[config.mk]
export PLATFORM = sky130hd
export DESIGN_NAME = tristate_bus_arbiter
export DESIGN_NICKNAME = d
export VERILOG_FILES = /design/src/rtl/tristate_bus_pkg.sv /design/src/rtl/rr_priority_picker.sv /design/src/rtl/tristate_bus_arbiter.sv
export SDC_FILE = /design/constraint.sdc
export NUM_CORES = 1
export LEC_CHECK = 0
export CORE_UTILIZATION = 30
export CTS_CLUSTER_DIAMETER = 80
export DETAILED_ROUTE_END_ITERATION = 10
export HOLD_SLACK_MARGIN = 0.08
export SYNTH_ARGS = -nofsm -noshare
export SYNTH_HDL_FRONTEND = slang
export SYNTH_SLANG_ARGS = --single-unit
[constraint.sdc]
create_clock -name clk -period 2.2 [get_ports clk]
set_input_delay 0.44 -clock clk [delete_from_list [all_inputs] [get_ports clk]]
set_output_delay 0.44 -clock clk [all_outputs]
set_load 0.03 [all_outputs]
[src/rtl/tristate_bus_pkg.sv]
// Shared definitions for the tristate bus arbiter: FSM state encoding and a
// width helper used to size index ports.
package tristate_bus_pkg;

  typedef enum logic [1:0] {
    IDLE = 2'd0,
    OWN  = 2'd1,
    TURN = 2'd2
  } state_t;

  // Bits needed to hold values 0..n-1, never less than one.
  function automatic int clog2w(input int n);
    int w;
    w = $clog2(n);
    return (w < 1) ? 1 : w;
  endfunction

endpackage

[src/rtl/rr_priority_picker.sv]
// Combinational round-robin scan: first set req bit at or above rr_ptr,
// wrapping modulo N_REQ.
module rr_priority_picker
  import tristate_bus_pkg::*;
#(
  parameter int N_REQ = 4,
  parameter int IW    = clog2w(N_REQ)
) (
  input  logic [N_REQ-1:0] req,
  input  logic [IW-1:0]    rr_ptr,
  output logic             found,
  output logic [IW-1:0]    winner
);

  // Scan from the farthest offset down so the nearest hit to rr_ptr is kept last.
  always_comb begin
    found  = 1'b0;
    winner = rr_ptr;
    for (int k = N_REQ - 1; k >= 0; k--) begin
      found  = found | req[(int'(rr_ptr) + k) % N_REQ];
      winner = req[(int'(rr_ptr) + k) % N_REQ] ? IW'((int'(rr_ptr) + k) % N_REQ) : winner;
    end
  end

endmodule

[src/rtl/tristate_bus_arbiter.sv]
// Round-robin owner selection for a shared tristate bus with burst limiting
// and a registered turnaround gap between any two owners.
module tristate_bus_arbiter
  import tristate_bus_pkg::*;
#(
  parameter int N_REQ       = 4,
  parameter int MAX_BURST   = 8,
  parameter int TURN_CYCLES = 1
) (
  input  logic                      clk,
  input  logic                      rst,
  input  logic [N_REQ-1:0]          req,
  output logic [N_REQ-1:0]          grant,
  output logic [N_REQ-1:0]          drive_en,
  output logic [clog2w(N_REQ)-1:0]  owner_id,
  output logic                      bus_idle
);

  localparam int IW = clog2w(N_REQ);
  localparam int BW = clog2w(MAX_BURST + 1);
  localparam int TW = clog2w(TURN_CYCLES + 1);
  localparam logic [BW-1:0] BURST_MAX = BW'(MAX_BURST);
  localparam logic [TW-1:0] TURN_MAX  = TW'(TURN_CYCLES);

  state_t            state;
  logic [IW-1:0]     rr_ptr;
  logic [BW-1:0]     burst_cnt;
  logic [TW-1:0]     turn_cnt;
  logic              found;
  logic [IW-1:0]     winner;
  logic [N_REQ-1:0]  win_onehot;
  logic              other_req;
  logic              owner_req;
  logic [IW-1:0]     next_ptr;

  rr_priority_picker #(.N_REQ(N_REQ), .IW(IW)) u_picker (
    .req    (req),
    .rr_ptr (rr_ptr),
    .found  (found),
    .winner (winner)
  );

  assign win_onehot = {{(N_REQ-1){1'b0}}, 1'b1} << winner;
  assign other_req  = |(req & ~grant);
  assign owner_req  = req[owner_id];
  assign next_ptr   = (owner_id == IW'(N_REQ - 1)) ? {IW{1'b0}} : owner_id + IW'(1);

  // Arbiter FSM; every output is a register so req never reaches a pin combinationally.
  always_ff @(posedge clk or posedge rst) begin
    if (rst) begin
      state     <= IDLE;
      grant     <= {N_REQ{1'b0}};
      drive_en  <= {N_REQ{1'b0}};
      owner_id  <= {IW{1'b0}};
      bus_idle  <= 1'b1;
      rr_ptr    <= {IW{1'b0}};
      burst_cnt <= {BW{1'b0}};
      turn_cnt  <= {TW{1'b0}};
    end else begin
      case (state)
        IDLE, TURN: begin
          if (state == TURN && turn_cnt < TURN_MAX) begin
            turn_cnt <= turn_cnt + TW'(1);
          end else if (found) begin
            state     <= OWN;
            grant     <= win_onehot;
            drive_en  <= win_onehot;
            owner_id  <= winner;
            bus_idle  <= 1'b0;
            burst_cnt <= BW'(1);
          end else begin
            state <= IDLE;
          end
        end
        OWN: begin
          // Leave on release, or when the burst budget is spent and someone else waits.
          if (!owner_req || (burst_cnt == BURST_MAX && other_req)) begin
            state    <= TURN;
            grant    <= {N_REQ{1'b0}};
            drive_en <= {N_REQ{1'b0}};
            bus_idle <= 1'b1;
            rr_ptr   <= next_ptr;
            turn_cnt <= TW'(1);
          end else if (burst_cnt < BURST_MAX) begin
            burst_cnt <= burst_cnt + BW'(1);
          end else begin
            burst_cnt <= BURST_MAX;
          end
        end
        default: begin
          state    <= IDLE;
          grant    <= {N_REQ{1'b0}};
          drive_en <= {N_REQ{1'b0}};
          bus_idle <= 1'b1;
        end
      endcase
    end
  end

endmodule
==> run_results.csv, run 1 <==
group,metric,value,unit
status,status,"finished with violations",
status,violations,"DRC",
routing,vias_per_cell,5.13,
worst_setup_path,crit_end,"drive_en[1]",
sta,rsz0062_at_grt,"false",
clocking,cts_buffer_depth,2,
power_and_ir_drop,power.total,1.70,mW
placed_design,pre_cts_slack,-0.0287,ns
sta,min_period,1.95,ns
floorplanning,start_util,32.3,%
final_layout,diodes,0,
floorplanning,dieArea,3250,µm²
grt,grt_pass1_vias,757,
run,max_cap_violations,0,
worst_setup_path,r2r_slack,0.54,ns
worst_setup_path,worstPathMaxFanout,7,
worst_setup_path,cp-end-kind,"register",
synthesis,ys_seq_area_share,44.3,%
worst_setup_path,worst_r2r_endpoint,"rr_ptr[1]",
worst_setup_path,cp.depth,6,
worst_setup_path,path_class,"in2reg",
sta,period_share,88.6,%
synthesis,synth_warnings,0,
power_and_ir_drop,max-vdd-ir-drop,0.000535,V
routing,dr.pass1.iters,7,
clocking,postCtsSetupRepairBufs,0,
sta,setup_ws,0.251,ns
placed_design,numPortBuffers,16,
final_layout,multi_input_area,445,µm²
sta,max_slew.worst_pin.slew,0.611,ns
clocking,cts_tree,"built",
synthesis,synth_nets,98,
clocking,cts_sinks,16,
final_layout,nets,123,
worst_setup_path,start_kind,"input port",
worst_setup_path,critPathBufInv,2,
worst_setup_path,crit_path_start,"req[1]",
clocking,numCtsBuffers,3,
final_layout,syn_to_final_growth,29.2,%
grt,grt-ovfl-total,0,
hold_path,hold_class,"reg2reg",
synthesis,yosysUniqueCellTypes,30,
final_layout,n_fill_cell,280,
synthesis,synthArstFlopShare,100,%
routing,drt-total-wl,1920,µm
sta,setup_viol,0,
clocking,holdBufCountCts,0,
routing,drtAntennaViolNets,0,
clocking,worstSkewPairLatency,0.28,ns
clocking,clk_pin_slew,0.09,ns
worst_setup_path,critPathSlowestCell,"clkdlybuf4s50_1",
power_and_ir_drop,cellPowerDensity,1450,nW/µm²
final_layout,drive_gt1_share,17.7,%
final_layout,layout_common_cells,"16 x clkdlybuf4s50_1, 15 x dfrtp_1, 8 x inv_1, 8 x buf_4, 7 x o21ai_0",
placed_design,place_congestion,0.831,
floorplanning,fp.dieH,57.0,µm
routing,drtIter0Drc,31,
worst_setup_path,slowest_delay,0.55,ns
routing,wire_per_inst,13.3,µm
floorplanning,die_w,57.0,µm
sta,relSlewSlack,59.2,%
sta,finalHoldViolCount,0,
placed_design,dpl_cell_area,1140,µm²
sta,fin_skew,0.00276,ns
clocking,cts_root_buffer,"clkbuf_4",
grt,grt_start_max_net_pins,17,
grt,gr-usage-all-layers,13.2,%
sta,fmax,0.513,GHz
final_layout,seqCellArea,402,µm²
routing,vias,738,
worst_setup_path,cp.required,2.38,ns
power_and_ir_drop,p_leak,0.504,nW
synthesis,syn_avg_cell_area,10.2,µm²
grt,grt_first_pass_wirelength,3310,µm
floorplanning,core,2810,µm²
floorplanning,placementRows,19,
clocking,cts-resized-gates,0,
worst_setup_path,ff2ff_path_depth,4,
final_layout,final_cell_area,1170,µm²
worst_setup_path,reg2reg_from,"owner_id[1]",
synthesis,ys_seq_elements,16,
synthesis,synthFlopType,"dfrtp_1",
routing,drc,7,
sta,drv_slew,0,
clocking,h-tree-depth,1,
final_layout,final_common_cell,"clkdlybuf4s50_1",
worst_setup_path,crit_path_cell_trace,"clkdlybuf4s50_1 > inv_1 > o2111a_2 > o311ai_4 > o21ai_2 > a22o_1",
final_layout,final_core_util,41.8,%
placed_design,post-dp-hpwl,1510,µm
worst_setup_path,crit_family,"compound AO/OA/AOI/OAI gates",
floorplanning,pin_count,17,
synthesis,synth_area,907,µm²
grt,grt_antenna_before_repair,0,
synthesis,synth_edf_count,0,
synthesis,syn_inst,89,
worst_setup_path,cp.arrival,2.13,ns
[Yosys cell counts, types with 3 or more instances]
| library cell | instances | share of area [%] |
|---|---|---|
| nor2_1 | 5 | 2.1 |
| buf_4 | 4 | 3.3 |
| inv_1 | 8 | 3.3 |
| nand2_1 | 6 | 2.5 |
| nor2b_1 | 5 | 3.4 |
| a21oi_1 | 3 | 1.7 |
| nand2b_1 | 6 | 4.1 |
| dfrtp_1 | 15 | 41 |
| o21ai_0 | 7 | 3.9 |
| ha_1 | 3 | 4.1 |
[flip-flops by register name (all words and copies together) (netlist names)]
register   cells
turn_cnt       1
state          2
owner_id       2
drive_en       4
bus_idle       1
burst_cnt      4
rr_ptr         2
[layout make-up]
| class | instances | area share (%) |
|---|---|---|
| inverters | 8 | 2.56 |
| repair buffers | 24 | 18.8 |
| clock buffers | 4 | 3.09 |
| flip-flops and latches | 16 | 34.3 |
| multi-input cells | 61 | 38.0 |
| well taps | 31 | 3.31 |
[worst min path at each step]
stage	to	start	slack (ns)	cells after the start
4_1_cts	state[1]	turn_cnt	0.47	1
5_1_grt	bus_idle	bus_idle	0.49	2
6_report	state[1]	turn_cnt	0.47	1
2_1_floorplan	burst_cnt[0]	rst	0.35	1
3_5_place_dp	state[1]	turn_cnt	0.45	1
3_3_place_gp	state[1]	turn_cnt	0.44	1
[per-stage QoR]
stage,hold slack (ns),setup TNS [ns],std cells
2_1_floorplan,0.353,0,89
3_3_place_gp,0.443,0,140
3_5_place_dp,0.452,-0.0572,140
4_1_cts,0.466,0,144
5_1_grt,0.487,0,144
6_report,0.467,0,144
[cells by family after synthesis]
kind of cell,synth area share (%)
adders and majority gates,4.14
and+or+nand+nor,17.7
AOI/OAI and AO/OA,22.3
DFF,44.3
buffers and inverters,6.62
muxes,4.97
[routing by layer]
layer	wire (µm)	up-vias	GRT usage, %	share of wire [%]
li1	-	363	-	-
met1	900	359	17.7	47
met2	922	16	21.3	48
met3	97	0	2.27	5.1
met4	0	0	5.23	0
met5	0	-	0	0
[worst reg2reg max path, stage by stage (launching register included)]
cell and delay, ns:
dfrtp_1 0.44, mux4_2 0.58, o31ai_2 0.10, nand2_2 0.11
mux2_1 0.32
[report_power, final]
group	internal [mW]	total, mW	switching (mW)
Combinational	0.435	0.946	0.511
Clock	0.101	0.193	0.0927
Sequential	0.419	0.564	0.145
Note: power is estimated with default switching activity, not from simulation.
==> inputs of run 2 (changes only) <==
--- a/config.mk
+++ b/config.mk
@@ -6,7 +6,7 @@
 export NUM_CORES = 1
 export LEC_CHECK = 0
 export CORE_UTILIZATION = 30
-export CTS_CLUSTER_DIAMETER = 80
+export CTS_CLUSTER_DIAMETER = 40
 export DETAILED_ROUTE_END_ITERATION = 10
 export HOLD_SLACK_MARGIN = 0.08
 export SYNTH_ARGS = -nofsm -noshare
==> results of run 2 <==
Final layout, timing and power as in run 1 (identical DEF).
==> inputs of run 3 (changes only) <==
--- a/config.mk
+++ b/config.mk
@@ -12,3 +12,4 @@
 export SYNTH_ARGS = -nofsm -noshare
 export SYNTH_HDL_FRONTEND = slang
 export SYNTH_SLANG_ARGS = --single-unit
+export TNS_END_PERCENT = 5
==> results of run 3 <==
Final layout, timing and power as in run 1 (identical DEF).
